**src/rtl/sc_timerbackg_pkg.sv**
```systemverilog
// Shared types and default limits for the background-lane dual timer.
package sc_timerbackg_pkg;

    typedef enum logic [0:0] {
        RUN     = 1'b0,
        EXPIRED = 1'b1
    } chanState_t;

    localparam int T0_LIMIT_DEF = 25000;
    localparam int T1_LIMIT_DEF = 5000;
    localparam int CNT_W_DEF    = 16;
    localparam int T0_MIN_DEF   = 5000;
    localparam int T0_STEP_DEF  = 1000;

endpackage

```
**src/rtl/sc_timer_channel.sv**
```systemverilog
// One terminal-count channel: counter plus RUN/EXPIRED FSM with a held, active-low expiry flag.
module sc_timer_channel
    import sc_timerbackg_pkg::*;
#(
    parameter int CNT_W = CNT_W_DEF
) (
    input  logic             clk,
    input  logic             resetInLow,
    input  logic             clearInLow,
    input  logic             enableInLow,
    input  logic [CNT_W-1:0] limit,
    output logic             flagOutLow
);

    chanState_t       state;
    logic [CNT_W-1:0] cnt;

    // Counter and state update; the first enable seen while EXPIRED is the consume event.
    always_ff @(posedge clk) begin
        if (!resetInLow || !clearInLow) begin
            state      <= RUN;
            cnt        <= {CNT_W{1'b0}};
            flagOutLow <= 1'b1;
        end else begin
            case (state)
                RUN: begin
                    if (!enableInLow) begin
                        if (cnt == limit - CNT_W'(1)) begin
                            cnt        <= {CNT_W{1'b0}};
                            state      <= EXPIRED;
                            flagOutLow <= 1'b0;
                        end else begin
                            cnt <= cnt + CNT_W'(1);
                        end
                    end
                end
                EXPIRED: begin
                    cnt <= {CNT_W{1'b0}};
                    if (!enableInLow) begin
                        state      <= RUN;
                        flagOutLow <= 1'b1;
                    end
                end
                default: begin
                    state      <= RUN;
                    cnt        <= {CNT_W{1'b0}};
                    flagOutLow <= 1'b1;
                end
            endcase
        end
    end

endmodule

```
**src/rtl/sc_timer_backg.sv**
```systemverilog
// Dual terminal-count timer (lane shift T0, display refresh T1) for the background-lane controller.
// Optional feature: define SC_TIMERBACKG_SPEEDUP_EN to shorten the T0 period on every lane shift.
module sc_timer_backg
    import sc_timerbackg_pkg::*;
#(
    parameter int T0_LIMIT = T0_LIMIT_DEF,
    parameter int T1_LIMIT = T1_LIMIT_DEF,
    parameter int CNT_W    = CNT_W_DEF,
    parameter int T0_MIN   = T0_MIN_DEF,
    parameter int T0_STEP  = T0_STEP_DEF
) (
    input  logic             SC_TIMERBACKG_CLOCK_50,
    input  logic             SC_TIMERBACKG_RESET_InLow,
    input  logic             SC_TIMERBACKG_clear_InLow,
    input  logic             SC_TIMERBACKG_upcount_InLow,
    input  logic             SC_TIMERBACKG_upcount2_InLow,
    output logic             SC_TIMERBACKG_T0_OutLow,
    output logic             SC_TIMERBACKG_T1_OutLow,
    output logic [CNT_W-1:0] SC_TIMERBACKG_limit_Out
);

    // A limit below 2 can never produce a distinct period; the speed-up floor obeys the same rule.
    if (T0_LIMIT < 2 || T1_LIMIT < 2 || T0_MIN < 2 || T0_MIN > T0_LIMIT || T0_STEP < 1) begin : gBadLimit
        $error("sc_timer_backg: illegal limit parameters");
    end

    logic [CNT_W-1:0] t0Limit;

`ifdef SC_TIMERBACKG_SPEEDUP_EN
    logic t0FlagPrev;

    // Expiry is seen as the falling edge of the T0 flag; the new limit lands before the next period counts.
    always_ff @(posedge SC_TIMERBACKG_CLOCK_50) begin
        if (!SC_TIMERBACKG_RESET_InLow || !SC_TIMERBACKG_clear_InLow) begin
            t0Limit    <= CNT_W'(T0_LIMIT);
            t0FlagPrev <= 1'b1;
        end else begin
            t0FlagPrev <= SC_TIMERBACKG_T0_OutLow;
            if (t0FlagPrev && !SC_TIMERBACKG_T0_OutLow) begin
                if (t0Limit >= CNT_W'(T0_MIN + T0_STEP)) begin
                    t0Limit <= t0Limit - CNT_W'(T0_STEP);
                end else begin
                    t0Limit <= CNT_W'(T0_MIN);
                end
            end
        end
    end
`else
    assign t0Limit = CNT_W'(T0_LIMIT);
`endif

    assign SC_TIMERBACKG_limit_Out = t0Limit;

    sc_timer_channel #(.CNT_W(CNT_W)) uChanT0 (
        .clk         (SC_TIMERBACKG_CLOCK_50),
        .resetInLow  (SC_TIMERBACKG_RESET_InLow),
        .clearInLow  (SC_TIMERBACKG_clear_InLow),
        .enableInLow (SC_TIMERBACKG_upcount_InLow),
        .limit       (t0Limit),
        .flagOutLow  (SC_TIMERBACKG_T0_OutLow)
    );

    sc_timer_channel #(.CNT_W(CNT_W)) uChanT1 (
        .clk         (SC_TIMERBACKG_CLOCK_50),
        .resetInLow  (SC_TIMERBACKG_RESET_InLow),
        .clearInLow  (SC_TIMERBACKG_clear_InLow),
        .enableInLow (SC_TIMERBACKG_upcount2_InLow),
        .limit       (CNT_W'(T1_LIMIT)),
        .flagOutLow  (SC_TIMERBACKG_T1_OutLow)
    );

endmodule

```
**config.mk**
```make
export PLATFORM = sky130hd
export DESIGN_NAME = sc_timer_backg
export DESIGN_NICKNAME = d
export VERILOG_FILES = /design/src/rtl/sc_timerbackg_pkg.sv /design/src/rtl/sc_timer_channel.sv /design/src/rtl/sc_timer_backg.sv
export SDC_FILE = /design/constraint.sdc
export NUM_CORES = 1
export LEC_CHECK = 0
export BUFFER_PORTS_ARGS = -buffer_cell sky130_fd_sc_hd__buf_2
export CAP_MARGIN = 20
export CORE_MARGIN = 2
export CORE_UTILIZATION = 53
export DETAILED_ROUTE_END_ITERATION = 8
export PLACE_DENSITY = 0.79
export SYNTH_ARGS = -nofsm -noshare
export SYNTH_HDL_FRONTEND = slang
export SYNTH_HIERARCHICAL = 1
export SYNTH_SLANG_ARGS = --single-unit
```
**constraint.sdc**
```tcl
create_clock -name SC_TIMERBACKG_CLOCK_50 -period 2.8 [get_ports SC_TIMERBACKG_CLOCK_50]
set_input_delay 0.42 -clock SC_TIMERBACKG_CLOCK_50 [delete_from_list [all_inputs] [get_ports SC_TIMERBACKG_CLOCK_50]]
set_output_delay 0.42 -clock SC_TIMERBACKG_CLOCK_50 [all_outputs]
set_load 0.02 [all_outputs]
```
==> run summary, run 1 <==
Synthesized area: 0.003050 sq mm
Final setup violating endpoints: 0
Cts repair resizes: 0
Outcome: complete, no violations
Gate Count Post-Synth: 394
TritonCTS Buffers: 5
Adder-cell share of the synthesized area: 1.641%
Post-synthesis share of cell area spent on xor and xnor gates: 18.38%
Slew HR: 62.68%
Global-route wire length before repair: 10.74 mm
Setup bufs post-CTS: 0
Register-to-register setup slack: 660 ps
Row Count: 27
Dpl ws: 633.8 ps
Setup TNS: 0 ps
Clk_lat worst skew: 280 ps
Starting DRT DRC Count: 88
Worst setup SP type: register
Min-delay src: SC_TIMERBACKG_upcount2_InLow
Post-DRT Antenna Nets: 0
CTS tree: built
Ant diodes: 0
Ys Warns: 6
Worst-path maximum fanout: 11
Core area: 0.005540 sq mm
Fillers: 478
Buffers on Ports: 6
Yosys reg bits: 36
Initial antenna violation count: 0
Mux share of post-synthesis cell area: 0%
Top delay family on crit path: compound AO/OA/AOI/OAI gates
Crit path from: uChanT1/cnt[2]
Register area: 720.7 sq um
WP data required: 2940 ps
WP depth: 6
Area grow syn2layout: 20.63%
Leakage Power: 1.626 nW
Largest family of logic cells by synthesized area: simple AND/OR/NAND/NOR gates
GR Overflow Total: 0
Gr usage total: 20.52%
DRT Pass-1 Iters: 4
Critical path type: register to register
Die X: 79.87 microns
Design area: 0.003680 sq mm
Internal power: 772.1 uW
NetSw: 306.6 uW
Worst r2r src: uChanT1/cnt[2]
Count of cell types in the netlist: 43
Design Power: 1.079 mW
F_max: 0.4669 GHz
Root Driver: clkbuf_8
Sw Ratio: 28.43%
Seq/Total Area, Yosys: 23.63%
Peak supply drop: 403.7 uV
CP endpoint kind: register
Clock Skew: 9.845 ps
RSZ-0062 raised after global routing: no
Compound-Gate Fraction of Synth Area: 17.80%
Placer congestion estimate: 0.8317
Hold buffer count at cts: 0
Worst flop-to-flop path endpoint: uChanT1/cnt[14]
DR DRC count: 0
Clock tree buffer depth: 2
CTS sink count: 36
Wire per inst: 10.06 microns
Worst Hold Class: primary input to register
Placed Area: 0.003583 sq mm
Largest net degree at the start of global routing: 19
Part of the power in registers: 47.8%
Tmin final: 2142 ps
Vias in the first global route: 2500
Vias per inst: 4.621
WL final: 6.129 mm
Fin util: 66.42%
Vias: 2814
Mapped Avg Cell Area: 7.742 sq um
CP max stage delay: 580 ps
Period Utilization, post-route: 76.50%
Final Net Count: 545
WP buf/inv: 1
Max-Cap Viols: 0
Combinational Power Share: 16.2%
Multi-input logic area: 0.002638 sq mm
Dpl hpwl: 4.780 mm
Worst Tran Pin Value: 559.2 ps
Worst Reg-to-Reg Cells: 6
Post-synthesis simple-gate area fraction: 29.94%
Critical-path cell list: nor2_1, o31ai_1, o2111ai_1, a2111oi_4, buf_4, a21oi_1
I/O pin count: 23
Slowest cell on crit path: a2111oi_4
Die Ht: 79.87 microns
H-tree levels: 2
Worst Setup EP: uChanT1/cnt[14]
Full die area: 0.006378 sq mm
Share of cells above drive strength 1: 8.752%
Max-slew violations: 0
Starting Density: 55.06%
Clock Power Share: 36.0%
PnR worst setup slack: 658.1 ps
Final hold violations: 0
Pwr/cell area: 293.1 mW/mm^2
Clock Pin Slew Worst Setup and Hold Paths: 70 ps
Crit path DAT: 2280 ps
-- worst reg2reg max path: stages, from the launching register on --
cell	delay, ps
dfxtp_1	490
nor2_1	90
o31ai_1	260
o2111ai_1	210
a2111oi_4	580
buf_4	290
a21oi_1	80
-- kinds of logic after synthesis --
group,Yosys count
AO/OA/AOI/OAI,74
adder cells (fa/ha/maj),4
buffers and inverters,44
other,2
flip-flops,36
XOR/XNOR,64
AND/OR/NAND/NOR,170
-- cell usage in the layout (no fill, tap or decap), types with 6 or more instances in the layout --
cell type / n
a21oi_2: 8
nand2b_1: 6
o21ai_0: 10
clkbuf_8: 6
nand4_1: 16
nand2_1: 46
dfxtp_1: 36
nor4_1: 8
or4_4: 6
buf_2: 6
conb_1: 152
inv_1: 18
nor2_1: 24
or2_2: 8
xnor2_1: 40
a21oi_1: 24
nand3_1: 14
nor3_1: 20
xor2_1: 24
-- power groups by stage --
stage	registers, mW	clock network (mW)	logic, mW
floorplan	0.527	0	0.164
global placement	0.528	0	0.161
detailed placement	0.528	0	0.162
CTS	0.516	0.397	0.163
global route	0.516	0.417	0.201
finish	0.516	0.388	0.175
-- through the flow --
stage | std cells | hold slack, ps
2_1_floorplan | 544 | 486.3
3_3_place_gp | 601 | 481.1
3_5_place_dp | 601 | 481.0
4_1_cts | 609 | 437.5
5_1_grt | 609 | 477.8
6_report | 609 | 451.1
-- routing by layer --
layer	part of all wire (%)	vias to the layer above	global-route usage, %	wire, microns
met5	0	-	0	0
met3	4.0	4	2.602	248
met2	45	51	33.95	2729
met1	51	1241	28.33	3100
li1	-	1518	-	-
met4	0.83	0	4.915	51
-- final cells by class --
| type | instances | area share (%) |
|---|---|---|
| Inverter | 18 | 1.836 |
| Multi-Input combinational cell | 464 | 71.68 |
| Clock buffer | 6 | 2.244 |
| Clock inverter | 2 | 0.3740 |
| Sequential cell | 36 | 19.59 |
| Tap cell | 72 | 2.448 |
| Timing Repair Buffer | 11 | 1.836 |
-- state kept, by name, indices dropped and copies added (netlist names) --
| register | cells |
|---|---|
| uChanT0/cnt | 16 |
| uChanT1/cnt | 16 |
| uChanT0/flagOutLow | 1 |
| uChanT0/state | 1 |
| uChanT1/flagOutLow | 1 |
| uChanT1/state | 1 |
-- worst min-delay path by stage --
stage,cells past startpoint,endpoint
floorplan,2,uChanT0/cnt[1]
global placement,2,uChanT1/flagOutLow
detailed placement,2,uChanT0/flagOutLow
CTS,3,uChanT1/cnt[0]
global route,3,uChanT1/cnt[0]
finish,3,uChanT1/cnt[0]
-- Yosys cell counts --
library cell  number  area, sq um
a2111oi_4          2        55.05
a211oi_1           4        30.03
a21o_1             2        15.01
a21oi_1           24        120.1
a21oi_2            8        70.07
a2bb2o_1           2        20.02
a311o_1            2        20.02
a31oi_1            4        25.02
a41o_1             2        20.02
and2_1             4        25.02
and3b_2            2        20.02
and4_1             2        17.52
buf_4             16        120.1
buf_6              4        45.04
clkbuf_1           6        22.52
conb_1             2        7.510
dfxtp_1           36        720.7
ha_1               4        50.05
inv_1             18        67.56
nand2_1           46        172.7
nand2b_1           6        37.54
nand3_1           14        70.07
nand4_1           16        100.1
nor2_1            24        90.09
nor2b_1            2        12.51
nor3_1            20        100.1
nor3b_1            2        15.01
nor4_1             8        50.05
nor4b_2            2        30.03
o2111ai_1          2        17.52
o211a_1            2        20.02
o211ai_1           2        15.01
o21ai_0           10        50.05
o221ai_1           2        17.52
o22ai_1            2        12.51
o311a_1            2        20.02
o31ai_1            2        15.01
or2_2              8        50.05
or3_1              4        25.02
or4_1              4        30.03
or4_4              6        67.56
xnor2_1           40        350.3
xor2_1            24        210.2
Note: power is estimated with default switching activity, not from simulation.
==> run 2: changes to the inputs <==
Clock period 2.8 ns to 2.2 ns, I/O delays scaled along.
==> run summary, run 2 (synthesized netlist as in run 1, its figures left out) <==
GR Overflow Total: 0 (unchanged)
Worst setup SP type: register (unchanged)
Top Registers: uChanT0/cnt: 16 flops, uChanT1/cnt: 16 flops (unchanged)
Crit path DAT: 2150 ps (was 2280 ps)
Die X: 79.87 microns (unchanged)
Outcome: complete, no violations (unchanged)
Core area: 0.005540 sq mm (unchanged)
Vias: 2905 (was 2814)
Starting Density: 55.06% (unchanged)
Full die area: 0.006378 sq mm (unchanged)
Initial antenna violation count: 0 (unchanged)
RSZ-0062 raised after global routing: no (unchanged)
Non-filler instance count after layout: 611 (was 609)
Period Utilization, post-route: 90.91% (was 76.50%)
Wire per inst: 10.40 microns (was 10.06 microns)
Hold buffer count at cts: 0 (unchanged)
Max-Cap Viols: 0 (unchanged)
WHS Path Cells: 3 (unchanged)
TritonCTS Buffers: 5 (unchanged)
Cts repair resizes: 0 (unchanged)
Area grow syn2layout: 21.62% (was 20.63%)
Slew HR: 63.12% (was 62.68%)
Worst Hold Class: primary input to register (unchanged)
Tmin final: 2000 ps (was 2142 ps)
Setup TNS: 0 ps (unchanged)
Clock Skew: 7.274 ps (was 9.845 ps)
Peak supply drop: 537.4 uV (was 403.7 uV)
Pwr/cell area: 394.5 mW/mm^2 (was 293.1 mW/mm^2)
Dpl hpwl: 4.970 mm (was 4.780 mm)
Starting DRT DRC Count: 110 (was 88)
Final setup violating endpoints: 0 (unchanged)
Root Driver: clkbuf_8 (unchanged)
Leakage Power: 1.640 nW (was 1.626 nW)
Max-slew violations: 0 (unchanged)
Worst r2r src: uChanT1/cnt[4] (was uChanT1/cnt[2])
CTS sink count: 36 (unchanged)
WP data required: 2350 ps (was 2940 ps)
Worst flop-to-flop path endpoint: uChanT1/cnt[12] (was uChanT1/cnt[14])
Clock tree buffer depth: 2 (unchanged)
Hold worst-path end: uChanT0/cnt[1] (was uChanT1/cnt[0])
Clock Pin Slew Worst Setup and Hold Paths: 80 ps (was 70 ps)
Final hold violations: 0 (unchanged)
Dpl ws: 227.8 ps (was 633.8 ps)
Setup bufs post-CTS: 0 (unchanged)
DR DRC count: 0 (unchanged)
Post-DRT Antenna Nets: 0 (unchanged)
Global-route wire length before repair: 11.23 mm (was 10.74 mm)
PnR worst setup slack: 199.9 ps (was 658.1 ps)
Row Count: 27 (unchanged)
Share of cells above drive strength 1: 9.091% (was 8.752%)
Worst-path maximum fanout: 18 (was 11)
Most frequent cells in the layout: conb_1 (152), nand2_1 (46), xnor2_1 (40) (unchanged)
Most common cell after layout, fill and taps aside: conb_1 (unchanged)
Vias in the first global route: 2581 (was 2500)
Placed Instances: 603 (was 601)
Placer congestion estimate: 0.7998 (was 0.8317)
Die Ht: 79.87 microns (unchanged)
Min-delay src: SC_TIMERBACKG_upcount_InLow (was SC_TIMERBACKG_upcount2_InLow)
CTS tree: built (unchanged)
Worst Reg-to-Reg Cells: 6 (unchanged)
Design Power: 1.464 mW (was 1.079 mW)
Vias per inst: 4.755 (was 4.621)
Critical path type: register to register (unchanged)
Largest net degree at the start of global routing: 19 (unchanged)
Register-to-register setup slack: 200 ps (was 660 ps)
Worst Tran Pin Value: 552.5 ps (was 559.2 ps)
Clk_lat worst skew: 290 ps (was 280 ps)
DRT Pass-1 Iters: 4 (unchanged)
Ant diodes: 0 (unchanged)
Buffers on Ports: 6 (unchanged)
F_max: 0.5000 GHz (was 0.4669 GHz)
Final Net Count: 547 (was 545)
Final hold slack: 353.6 ps (was 451.1 ps)
CP endpoint kind: register (unchanged)
H-tree levels: 2 (unchanged)
I/O pin count: 23 (unchanged)
WL final: 6.356 mm (was 6.129 mm)
Gr usage total: 21.94% (was 20.52%)
==> run 2: changes by cell type in the layout (fill, tap and decap cells not counted), sizes merged <==
cell / delta
bufinv: +1
inv: -1
buf: +2
clkinvlp: +1
clkbuf: -1
==> run 2: stage by stage <==
step | area, sq um | utilization (%)
finish | 3710 | 66.96
global route | 3710 | 66.96
CTS | 3710 | 66.96
detailed placement | 3598 | 64.95
global placement | 3598 | 64.95
floorplan | 3613 | -
==> run 2: where the power goes <==
part	leakage, nW	switching (mW)	internal [mW]	total [mW]
sequential	0.290	0.00325	0.654	0.657
combinational	1.30	0.151	0.0730	0.224
clock	0.0541	0.247	0.335	0.582
total	1.64	0.402	1.06	1.46
==> run 2: worst max-delay path, cell delays in order, from the launching register on <==
cell	delay, ps
dfxtp_1	340
xor2_1	180
o31ai_1	350
o2111ai_1	240
a2111oi_4	350
buf_4	300
a21oi_1	100
==> run 2: layout make-up <==
| class | instances | area, sq um |
|---|---|---|
| Clock buffer | 5 | 68.82 |
| Clock inverter | 3 | 42.54 |
| Fill cell | 507 | 1831 |
| Inverter | 18 | 67.56 |
| Multi-Input combinational cell | 464 | 2638 |
| Sequential cell | 36 | 720.7 |
| Tap cell | 72 | 90.09 |
| Timing Repair Buffer | 13 | 82.58 |
==> run 2: worst max-delay path by stage <==
stage,startpoint,endpoint,slack (ps),cells after the start
6_report,uChanT1/cnt[4],uChanT1/cnt[12],200,6
5_1_grt,uChanT0/cnt[4],uChanT0/cnt[0],90,6
3_3_place_gp,uChanT1/cnt[4],uChanT1/cnt[1],260,6
2_1_floorplan,uChanT0/cnt[2],uChanT0/cnt[10],300,7
3_5_place_dp,uChanT1/cnt[4],uChanT1/cnt[12],230,6
4_1_cts,uChanT1/cnt[4],uChanT1/cnt[12],220,6
==> run 2: metal layers <==
| layer | GRT usage (%) | routed length, microns | vias up | share of wire (%) |
|---|---|---|---|---|
| met5 | 0 | 0 | - | 0 |
| met1 | 29.82 | 3018 | 1316 | 47 |
| met2 | 35.46 | 2945 | 62 | 46 |
| met4 | 6.949 | 74 | 0 | 1.2 |
| met3 | 3.620 | 317 | 6 | 5.0 |
| li1 | - | - | 1521 | - |
